File: src/rtl/z80_alu_serial.sv
// z80_alu_serial: slice-serial Z80 ALU (ADD/ADC/SUB/SBC/AND/XOR/OR/CP).
// The operands are consumed SLICE bits per clock, LSB first. The result
// and the Z80-format F register are presented behind a valid/ready pair.
module z80_alu_serial #(
  parameter int WIDTH = 8,
  parameter int SLICE = 4
) (
  input  logic             clk,
  input  logic             reset_n,
  input  logic             in_valid,
  output logic             in_ready,
  input  logic [2:0]       op,
  input  logic [WIDTH-1:0] a_in,
  input  logic [WIDTH-1:0] b_in,
  input  logic [7:0]       f_in,
  output logic             out_valid,
  input  logic             out_ready,
  output logic [WIDTH-1:0] result,
  output logic [7:0]       f_out
);

  localparam int N  = WIDTH / SLICE;
  localparam int KW = (N > 1) ? $clog2(N) : 1;
  localparam logic [KW-1:0] K_LAST = KW'(N - 1);

  localparam logic [2:0] ALU_FUNC_ADD = 3'd0;
  localparam logic [2:0] ALU_FUNC_ADC = 3'd1;
  localparam logic [2:0] ALU_FUNC_SUB = 3'd2;
  localparam logic [2:0] ALU_FUNC_SBC = 3'd3;
  localparam logic [2:0] ALU_FUNC_AND = 3'd4;
  localparam logic [2:0] ALU_FUNC_XOR = 3'd5;
  localparam logic [2:0] ALU_FUNC_OR  = 3'd6;
  localparam logic [2:0] ALU_FUNC_CP  = 3'd7;

  generate
    if (((WIDTH % 4) != 0) || (WIDTH < 8)) begin : g_bad_width
      $error("z80_alu_serial: WIDTH must be a multiple of 4 and at least 8");
    end
    if (!((SLICE == 1) || (SLICE == 2) || (SLICE == 4))) begin : g_bad_slice
      $error("z80_alu_serial: SLICE must be 1, 2 or 4");
    end
  endgenerate

  typedef enum logic [1:0] {
    ST_IDLE = 2'd0,
    ST_RUN  = 2'd1,
    ST_DONE = 2'd2
  } state_t;

  // Z80 parity flag: 1 when the number of set bits is even.
  function automatic logic even_parity(input logic [WIDTH-1:0] v);
    return ~(^v);
  endfunction

  state_t           state_q, state_d;
  logic [KW-1:0]    k_q, k_d;
  logic [2:0]       op_q, op_d;
  logic [WIDTH-1:0] a_q, a_d;          // rotates back to the captured a_in after N slices
  logic [WIDTH-1:0] b_q, b_d;          // b_in, pre-inverted for subtract-type ops
  logic [WIDTH-1:0] r_q, r_d;          // result being shifted in from the top
  logic [WIDTH-1:0] result_q, result_d;
  logic [7:0]       f_out_q, f_out_d;
  logic             c_q, c_d;          // running carry between slices
  logic             nz_q, nz_d;        // any result bit seen set so far
  logic             hc_q, hc_d;        // carry out of bit WIDTH-5
  logic             cm_q, cm_d;        // carry into bit WIDTH-1
  logic             f5_q, f5_d;
  logic             f3_q, f3_d;

  logic             sub_in_s, cin_in_s, is_sub_s, is_cp_s;
  logic [SLICE-1:0] a_sl_s, b_sl_s, sum_sl_s, r_sl_s;
  logic             cy_s, hc_n_s, cm_n_s;
  logic [WIDTH-1:0] a_rot_s, r_next_s;
  logic             s_s, z_s, h_s, pv_s, n_s, cf_s;
  logic             unused_f_s;

  assign unused_f_s = &{1'b0, f_in[7:6], f_in[4], f_in[2:1]};

  // Slice datapath: ripple-add (or bitwise op) on the low slice of a/b.
  always_comb begin
    a_sl_s   = a_q[SLICE-1:0];
    b_sl_s   = b_q[SLICE-1:0];
    sum_sl_s = {SLICE{1'b0}};
    cy_s     = c_q;
    hc_n_s   = hc_q;
    cm_n_s   = cm_q;
    for (int i = 0; i < SLICE; i++) begin
      cm_n_s      = ((int'(k_q) * SLICE + i) == (WIDTH - 1)) ? cy_s : cm_n_s;
      sum_sl_s[i] = a_sl_s[i] ^ b_sl_s[i] ^ cy_s;
      cy_s        = (a_sl_s[i] & b_sl_s[i]) | (a_sl_s[i] & cy_s) | (b_sl_s[i] & cy_s);
      hc_n_s      = ((int'(k_q) * SLICE + i) == (WIDTH - 5)) ? cy_s : hc_n_s;
    end
    case (op_q)
      ALU_FUNC_AND: r_sl_s = a_sl_s & b_sl_s;
      ALU_FUNC_XOR: r_sl_s = a_sl_s ^ b_sl_s;
      ALU_FUNC_OR:  r_sl_s = a_sl_s | b_sl_s;
      default:      r_sl_s = sum_sl_s;
    endcase
    a_rot_s  = {a_sl_s, a_q[WIDTH-1:SLICE]};
    r_next_s = {r_sl_s, r_q[WIDTH-1:SLICE]};
  end

  // Flag formation, meaningful on the last slice of an operation.
  always_comb begin
    is_sub_s = (op_q == ALU_FUNC_SUB) || (op_q == ALU_FUNC_SBC) || (op_q == ALU_FUNC_CP);
    is_cp_s  = (op_q == ALU_FUNC_CP);
    s_s      = r_next_s[WIDTH-1];
    z_s      = ~(nz_q | (|r_sl_s));
    n_s      = is_sub_s;
    case (op_q)
      ALU_FUNC_ADD, ALU_FUNC_ADC: begin
        h_s  = hc_n_s;
        pv_s = cm_n_s ^ cy_s;
        cf_s = cy_s;
      end
      ALU_FUNC_SUB, ALU_FUNC_SBC, ALU_FUNC_CP: begin
        h_s  = ~hc_n_s;
        pv_s = cm_n_s ^ cy_s;
        cf_s = ~cy_s;
      end
      ALU_FUNC_AND: begin
        h_s  = 1'b1;
        pv_s = even_parity(r_next_s);
        cf_s = 1'b0;
      end
      ALU_FUNC_XOR, ALU_FUNC_OR: begin
        h_s  = 1'b0;
        pv_s = even_parity(r_next_s);
        cf_s = 1'b0;
      end
      default: begin
        h_s  = 1'b0;
        pv_s = 1'b0;
        cf_s = 1'b0;
      end
    endcase
  end

  // Request decode used only on the accept edge.
  always_comb begin
    sub_in_s = (op == ALU_FUNC_SUB) || (op == ALU_FUNC_SBC) || (op == ALU_FUNC_CP);
    cin_in_s = ((op == ALU_FUNC_ADC) || (op == ALU_FUNC_SBC)) ? f_in[0] : 1'b0;
  end

  // Next-state logic: IDLE accepts, RUN steps one slice, DONE waits for out_ready.
  always_comb begin
    state_d  = state_q;
    k_d      = k_q;
    op_d     = op_q;
    a_d      = a_q;
    b_d      = b_q;
    r_d      = r_q;
    result_d = result_q;
    f_out_d  = f_out_q;
    c_d      = c_q;
    nz_d     = nz_q;
    hc_d     = hc_q;
    cm_d     = cm_q;
    f5_d     = f5_q;
    f3_d     = f3_q;
    case (state_q)
      ST_IDLE: begin
        if (in_valid) begin
          state_d = ST_RUN;
          k_d     = {KW{1'b0}};
          op_d    = op;
          a_d     = a_in;
          b_d     = sub_in_s ? ~b_in : b_in;
          r_d     = {WIDTH{1'b0}};
          c_d     = sub_in_s ^ cin_in_s;
          nz_d    = 1'b0;
          hc_d    = 1'b0;
          cm_d    = 1'b0;
          f5_d    = f_in[5];
          f3_d    = f_in[3];
        end else begin
          state_d = ST_IDLE;
        end
      end
      ST_RUN: begin
        a_d  = a_rot_s;
        b_d  = {b_sl_s, b_q[WIDTH-1:SLICE]};
        r_d  = r_next_s;
        c_d  = cy_s;
        nz_d = nz_q | (|r_sl_s);
        hc_d = hc_n_s;
        cm_d = cm_n_s;
        if (k_q == K_LAST) begin
          state_d  = ST_DONE;
          k_d      = {KW{1'b0}};
          result_d = is_cp_s ? a_rot_s : r_next_s;
          f_out_d  = {s_s, z_s, f5_q, h_s, f3_q, pv_s, n_s, cf_s};
        end else begin
          k_d = k_q + {{(KW-1){1'b0}}, 1'b1};
        end
      end
      ST_DONE: begin
        if (out_ready) begin
          state_d = ST_IDLE;
        end else begin
          state_d = ST_DONE;
        end
      end
      default: begin
        state_d = ST_IDLE;
        k_d     = {KW{1'b0}};
      end
    endcase
  end

  // State and datapath registers; reset discards any in-flight operation.
  always_ff @(posedge clk or negedge reset_n) begin
    if (!reset_n) begin
      state_q  <= ST_IDLE;
      k_q      <= {KW{1'b0}};
      op_q     <= 3'd0;
      a_q      <= {WIDTH{1'b0}};
      b_q      <= {WIDTH{1'b0}};
      r_q      <= {WIDTH{1'b0}};
      result_q <= {WIDTH{1'b0}};
      f_out_q  <= 8'h00;
      c_q      <= 1'b0;
      nz_q     <= 1'b0;
      hc_q     <= 1'b0;
      cm_q     <= 1'b0;
      f5_q     <= 1'b0;
      f3_q     <= 1'b0;
    end else begin
      state_q  <= state_d;
      k_q      <= k_d;
      op_q     <= op_d;
      a_q      <= a_d;
      b_q      <= b_d;
      r_q      <= r_d;
      result_q <= result_d;
      f_out_q  <= f_out_d;
      c_q      <= c_d;
      nz_q     <= nz_d;
      hc_q     <= hc_d;
      cm_q     <= cm_d;
      f5_q     <= f5_d;
      f3_q     <= f3_d;
    end
  end

  assign in_ready  = (state_q == ST_IDLE);
  assign out_valid = (state_q == ST_DONE);
  assign result    = result_q;
  assign f_out     = f_out_q;

endmodule

File: config.mk
export PLATFORM = sky130hd
export DESIGN_NAME = z80_alu_serial
export DESIGN_NICKNAME = d
export VERILOG_FILES = /design/src/rtl/z80_alu_serial.sv
export SDC_FILE = /design/constraint.sdc
export NUM_CORES = 1
export LEC_CHECK = 0
export ABC_AREA = 1
export CORE_AREA = 2 2 62 107
export CTS_BUF_LIST = sky130_fd_sc_hd__clkbuf_8
export CTS_CLUSTER_SIZE = 30
export DETAILED_ROUTE_END_ITERATION = 8
export DIE_AREA = 0 0 64 109
export PLACE_DENSITY = 0.68
export SYNTH_ARGS = -nofsm -noshare
export SYNTH_HDL_FRONTEND = slang
export SYNTH_SLANG_ARGS = --single-unit
File: constraint.sdc
create_clock -name clk -period 5.3 [get_ports clk]
set_clock_uncertainty 0.05 [all_clocks]
set_input_delay 1.325 -clock clk [delete_from_list [all_inputs] [get_ports clk]]
set_output_delay 1.325 -clock clk [all_outputs]
set_load 0.02 [all_outputs]
==> out/metrics.yaml, run 1 <==
cts-root-buf: "clkbuf_8"
grt_max_degree: 49
fin_crit_sh_pct: 54.5
required_ns: 3.92
gp_congestion: 0.868
nets: 394
drv_cap: 0
coreArea_um2: 6130
critPathArrivalTime_ns: 1.51
totalWireLength_um: 6110
fp.dieW_um: 64
maxSlewHeadroom_pct: 27.9
clkTransAtPathRegs_ns: 0.09
power.density_nw_per_um2: 671
timing.fmax_mhz: 346
cp-end-kind: "output port"
met2_usage_pct: 35.6
instances_no_fill: 431
dieArea_um2: 6980
ys_types: 36
hold_class: "reg2reg"
routedWlPerCell_um: 14.2
worst-path-max-fanout: 4
first_pass_iters: 4
power_mw: 2.17
cts_sinks: 48
cts_tree: "built"
fin_util_pct: 52.7
critical-path-top-delay-family: "buffers and inverters"
clk_path_buf_depth: 2
synth_cells: 312
drive_above_1_share_pct: 6.27
overflow: 0
status: "complete, no violations"
dpl.cell_count: 423
worst_pin_slew_ns: 1.08
hold_buffers: 0
finalHoldViolCount: 0
fill_cells: 593
rows: 38
place_hpwl_um: 4550
syn-num-nets: 356
gr-usage-met3_pct: 2.68
insertedDiodeCount: 0
setup-violations-final: 0
ioPinCount: 49
setup_tns_ns: 0
final_antenna_net_count: 0
grtUsageTotal_pct: 19.2
drc: 0
port_buffers: 43
drt_iter0_drc: 118
die_y_um: 109
startpoint_type: "flip-flop"
busiest_layer: "met2"
htreeDepth: 2
slowest_stage: "clkdlybuf4s50_1"
critical_path.max_stage_delay_ns: 0.62
use_met1_pct: 22.2
via_per_inst: 5.12
via_count: 2205
yosysWarnings: 0
antenna_found_initial: 0
place_ws_ns: 2.12
worst-path-buf-inv: 1
area_delta_synth_final_pct: 21.0
ctsResizeCount: 0
grt_pass1_wl_um: 10400
finalMaxSlewViolations: 0
ir_drop_mv: 0.215
p_leak_nw: 1.55
clk_latency_ns: 0.30
rsz0062_at_grt: "false"
register_area_um2: 1200
setup_ws_ns: 2.41
cts-buffers-inserted: 5
synth.area.top_cells: "dfrtp_1 (45%), nand2_1 (8.3%), inv_1 (6.5%)"
start_util_pct: 43.6
synth_top_area_cell: "dfrtp_1"
cts_setup_buffers: 0
syn-cell-area_um2: 2670
critPathKind: "reg2out"
multi_input_area_um2: 1200
synth_top_area_share_pct: 45.0
grt_pass1_vias: 2130
ys_seq_area_share_pct: 45.0
avgSynthCellArea_um2: 8.56
min_period_ns: 2.89
path_cells: "nor2_1, clkdlybuf4s50_1"
synth_seq_cells: 48
## cells by family after synthesis
family | share of synthesized area, %
AOI/OAI and AO/OA | 18.7
xor gates and xnor gates | 2.95
and+or+nand+nor | 16.2
adders and majority gates | 7.21
buffers and inverters | 9.98
DFF | 45.0
## metrics by stage
step           hold slack, ns  instance area (µm²)
6_report                0.441                 3230
5_1_grt                 0.465                 3230
4_1_cts                 0.448                 3230
3_5_place_dp            0.427                 3120
3_3_place_gp            0.415                 3120
2_1_floorplan           0.416                 2670
## power by group
group | leakage (nW) | switching (mW) | internal [mW]
Sequential | 0.591 | 0.156 | 0.537
Combinational | 0.905 | 0.736 | 0.476
Clock | 0.0593 | 0.124 | 0.138
## cells in the mapped netlist (all sizes together)
| cell type | n |
|---|---|
| ha | 9 |
| o21ai | 36 |
| o211ai | 1 |
| or2 | 1 |
| nand3b | 1 |
| inv | 51 |
| a22oi | 10 |
| clkbuf | 4 |
| o22a | 1 |
| o41ai | 1 |
| o311ai | 1 |
| fa | 4 |
| nand3 | 10 |
| xor2 | 1 |
| a21oi | 15 |
| dfrtp | 48 |
| nor3 | 1 |
| a22o | 1 |
| nand4 | 6 |
| o21a | 1 |
| o31ai | 3 |
| buf | 8 |
| nand2 | 59 |
| nor2 | 18 |
| o22ai | 13 |
| xnor2 | 8 |
## cell type report
type	instances	area share [%]
multi-input combinational	201	37.2
tap	80	3.10
clock buffer	5	2.13
clock inverter	3	1.20
inverter	51	6.00
timing repair buffer	43	13.2
sequential	48	37.2
## flip-flops by register name, indices dropped and copies added, names as in the netlist
| register | flops |
|---|---|
| op_q | 3 |
| b_q | 8 |
| result | 8 |
| k_q | 1 |
| cm_q | 1 |
| nz_q | 1 |
| a_q | 8 |
| c_q | 1 |
| f3_q | 1 |
| f_out | 8 |
| state_q | 2 |
| hc_q | 1 |
| r_q | 4 |
| f5_q | 1 |
## layout by cell type, fill, tap and decap left out, types with 4 or more instances in the layout
cell,count
xnor2_1,8
nand4_1,6
a22oi_1,10
ha_1,9
a21oi_1,15
nand3_1,10
inv_1,47
nand2_1,59
nor2_1,13
o21ai_0,33
clkbuf_8,5
o22ai_1,13
clkdlybuf4s50_1,42
dfrtp_1,48
fa_1,4
inv_2,4
## layer usage
| metal | wire length (µm) | vias to the layer above |
|---|---|---|
| li1 | - | 1104 |
| met2 | 3430 | 35 |
| met5 | 0 | - |
| met1 | 2420 | 1059 |
| met3 | 143 | 7 |
| met4 | 118 | 0 |
## tightest hold or removal path, stage by stage, from the launching register on
cell and delay [ns]:
dfrtp_1 0.35, nand2_1 0.05, o21ai_0 0.06
## path summary, 6_finish.rpt
check                                end  depth (start not counted)  slack, ns        from
worst max-delay path            in_ready                          2       2.41  state_q[1]
worst min-delay path            f_out[3]                          2       0.44    f_out[3]
worst max register to register  f_out[2]                         14       2.43      a_q[0]
worst min register to register  f_out[3]                          2       0.44    f_out[3]
max in group asynchronous         a_q[0]                          1       3.38     reset_n
min in group asynchronous       f_out[6]                          1       1.17     reset_n
No activity file was read; power rests on OpenSTA's default activity.
==> inputs of run 2 (changes only) <==
Settings changed: PLACE_DENSITY 0.68 to 0.71.
Clock period 5.3 ns to 2.5 ns, I/O delays scaled along.
==> run 2 against run 1 <==
Effect of this change:
- the flow now finishes with violations (negative setup slack)
- clock power increased by 120%
- largest power group unchanged
- final cell count increased by 4.6%
- worst setup slack got worse by 2.6 ns
- worst hold slack got worse by 0.21 ns
- largest cell class unchanged
- count of clock-buffer cells in the layout unchanged
- via count increased by 3.8%
- non-clock buffer count increased by 20
- first-iteration DRC count decreased by 2.5%
- flip-flop and latch count unchanged
==> out/metrics.yaml, run 2 (synthesized netlist as in run 1, its figures left out) <==
status: "complete, but fails checks"
violations: "negative setup slack"
rsz0062_at_grt: "true"
via_per_inst: 5.07  # -0.84%
final_antenna_net_count: 0  # unchanged
min_period_ns: 2.64
grt_pass1_vias: 2213  # +3.9%
power.density_nw_per_um2: 1490  # +120%
p_sw_share_pct: 45.9  # -1.0 points
drc: 0  # unchanged
routedWlPerCell_um: 14.6  # +2.8%
area_delta_synth_final_pct: 28.4
htreeDepth: 2  # unchanged
timing.fmax_mhz: 379
power_mw: 5.11  # +140%
fin_crit_sh_pct: 106
setup-violations-final: 4  # +4
overflow: 0  # unchanged
port_buffers: 43  # unchanged
clock_power_share_pct: 11.2  # -0.9 points
place_hpwl_um: 5070  # +11%
finalMaxSlewViolations: 0  # unchanged
cts_tree: "built"
totalWireLength_um: 6580  # +7.6%
final_common_cell: "nand2_1"
critPathArrivalTime_ns: 2.83  # +1.32 ns
cts-root-buf: "clkbuf_8"
hold_buffers: 0  # unchanged
p_int_mw: 2.77  # +140%
clk_latency_ns: 0.31  # about the same
antenna_found_initial: 0  # unchanged
required_ns: 2.69  # -1.23 ns
cp-end-kind: "flip-flop"
insertedDiodeCount: 0  # unchanged
gp_congestion: 0.834  # -4.0%
worst-path-max-fanout: 2  # -2
grtUsageTotal_pct: 20.5  # +1.2 points
pwr-share-seq_pct: 28.0  # -4.0 points
rows: 38  # unchanged
setup_tns_ns: -0.178  # -0.178 ns
via_count: 2288  # +3.8%
worst_pin_slew_ns: 0.538  # -0.545 ns
coreArea_um2: 6130  # unchanged
critPathKind: "reg2reg"
fin_util_pct: 55.9  # +3.2 points
p_sw_mw: 2.34  # +130%
dpl.cell_count: 441  # +4.3%
ir_drop_mv: 0.589  # +170%
finalHoldViolCount: 0  # unchanged
grt_max_degree: 28  # -43%
start_util_pct: 43.6  # unchanged
nets: 414  # +5.1%
hold_class: "in2async"
startpoint: "a_q[0]"
clk_path_buf_depth: 2  # unchanged
reg2reg_slack_ns: -0.14  # -2.57 ns
r2r-start: "a_q[0]"
drive_above_1_share_pct: 15.1  # +8.8 points
grt_pass1_wl_um: 10700  # +2.9%
die_y_um: 109  # unchanged
clkTransAtPathRegs_ns: 0.09  # about the same
p_leak_nw: 1.65  # +6.0%
drt_iter0_drc: 115  # -2.5%
fp.dieW_um: 64  # unchanged
first_pass_iters: 4  # unchanged
startpoint_type: "flip-flop"
r2r-end: "f_out[2]"
cts_sinks: 48  # unchanged
worstRegToRegCells: 14  # unchanged
instances_no_fill: 451  # +4.6%
setup_ws_ns: -0.142  # -2.55 ns
maxSlewHeadroom_pct: 64.2  # +36 points
ioPinCount: 49  # unchanged
cts-buffers-inserted: 5  # unchanged
dieArea_um2: 6980  # unchanged
mostFrequentLayoutCells: "nand2_1 (58), dfrtp_1 (48), clkdlybuf4s50_1 (42)"
drv_cap: 0  # unchanged
p_comb_share_pct: 60.9  # +5.0 points
run 2: worst max-delay path by stage:
| stage | cells after the start | slack (ns) | end |
|---|---|---|---|
| final | 14 | -0.14 | f_out[2] |
| after global routing | 16 | -0.27 | f_out[2] |
| after global placement | 14 | -0.09 | f_out[2] |
| after floorplan | 16 | 0.008 | f_out[2] |
| after CTS | 16 | -0.13 | f_out[2] |
| after detailed placement | 14 | -0.14 | f_out[2] |
run 2: power groups by stage:
| stage | logic (mW) | registers [mW] | clock network, mW |
|---|---|---|---|
| 2_1_floorplan | 1.79 | 1.50 | 0 |
| 3_3_place_gp | 2.85 | 1.43 | 0 |
| 3_5_place_dp | 2.92 | 1.45 | 0 |
| 4_1_cts | 3.05 | 1.43 | 0.579 |
| 5_1_grt | 3.46 | 1.48 | 0.609 |
| 6_report | 3.11 | 1.43 | 0.571 |
run 2: worst max-delay path, stage by stage, from the launching register on:
cell     delay, ns
dfrtp_1       0.41
fa_2          0.39
inv_2         0.07
fa_2          0.18
inv_2         0.04
fa_2          0.34
inv_2         0.06
fa_1          0.39
inv_1         0.07
nand2_2       0.06
nand4_1       0.11
nand2_1       0.09
nand3_1       0.08
nand3_1       0.10
a21oi_2       0.13
run 2: layer usage:
| metal | up-vias | track usage, % | share of wire [%] |
|---|---|---|---|
| met5 | - | 0 | 0 |
| li1 | 1142 | - | - |
| met2 | 47 | 37.3 | 56 |
| met3 | 13 | 3.20 | 2.5 |
| met4 | 0 | 10.2 | 3.3 |
| met1 | 1086 | 22.7 | 39 |
run 2: cell type report:
cell class	instances	area, µm²
sequential	48	1200
tap	80	100
clock buffer	5	68.8
timing repair buffer	63	588
clock inverter	3	42.5
multi-input combinational	201	1240
fill	555	2700
inverter	51	194
run 2: what timing repair did:
action / in CTS / in global routing
cloned: 0 / 0
setup endpoints to repair: 7 / 8
buffers inserted: 1 / 3
pin swaps: 3 / 3
resized for setup: 13 / 4
run 2: through the flow:
stage	worst slack [ns]	area [µm²]	hold slack, ns
after floorplan	0.00773	2680	0.279
after global placement	-0.0937	3280	0.412
after detailed placement	-0.140	3280	0.416
after CTS	-0.132	3410	0.252
after global routing	-0.274	3430	0.256
final	-0.142	3430	0.232
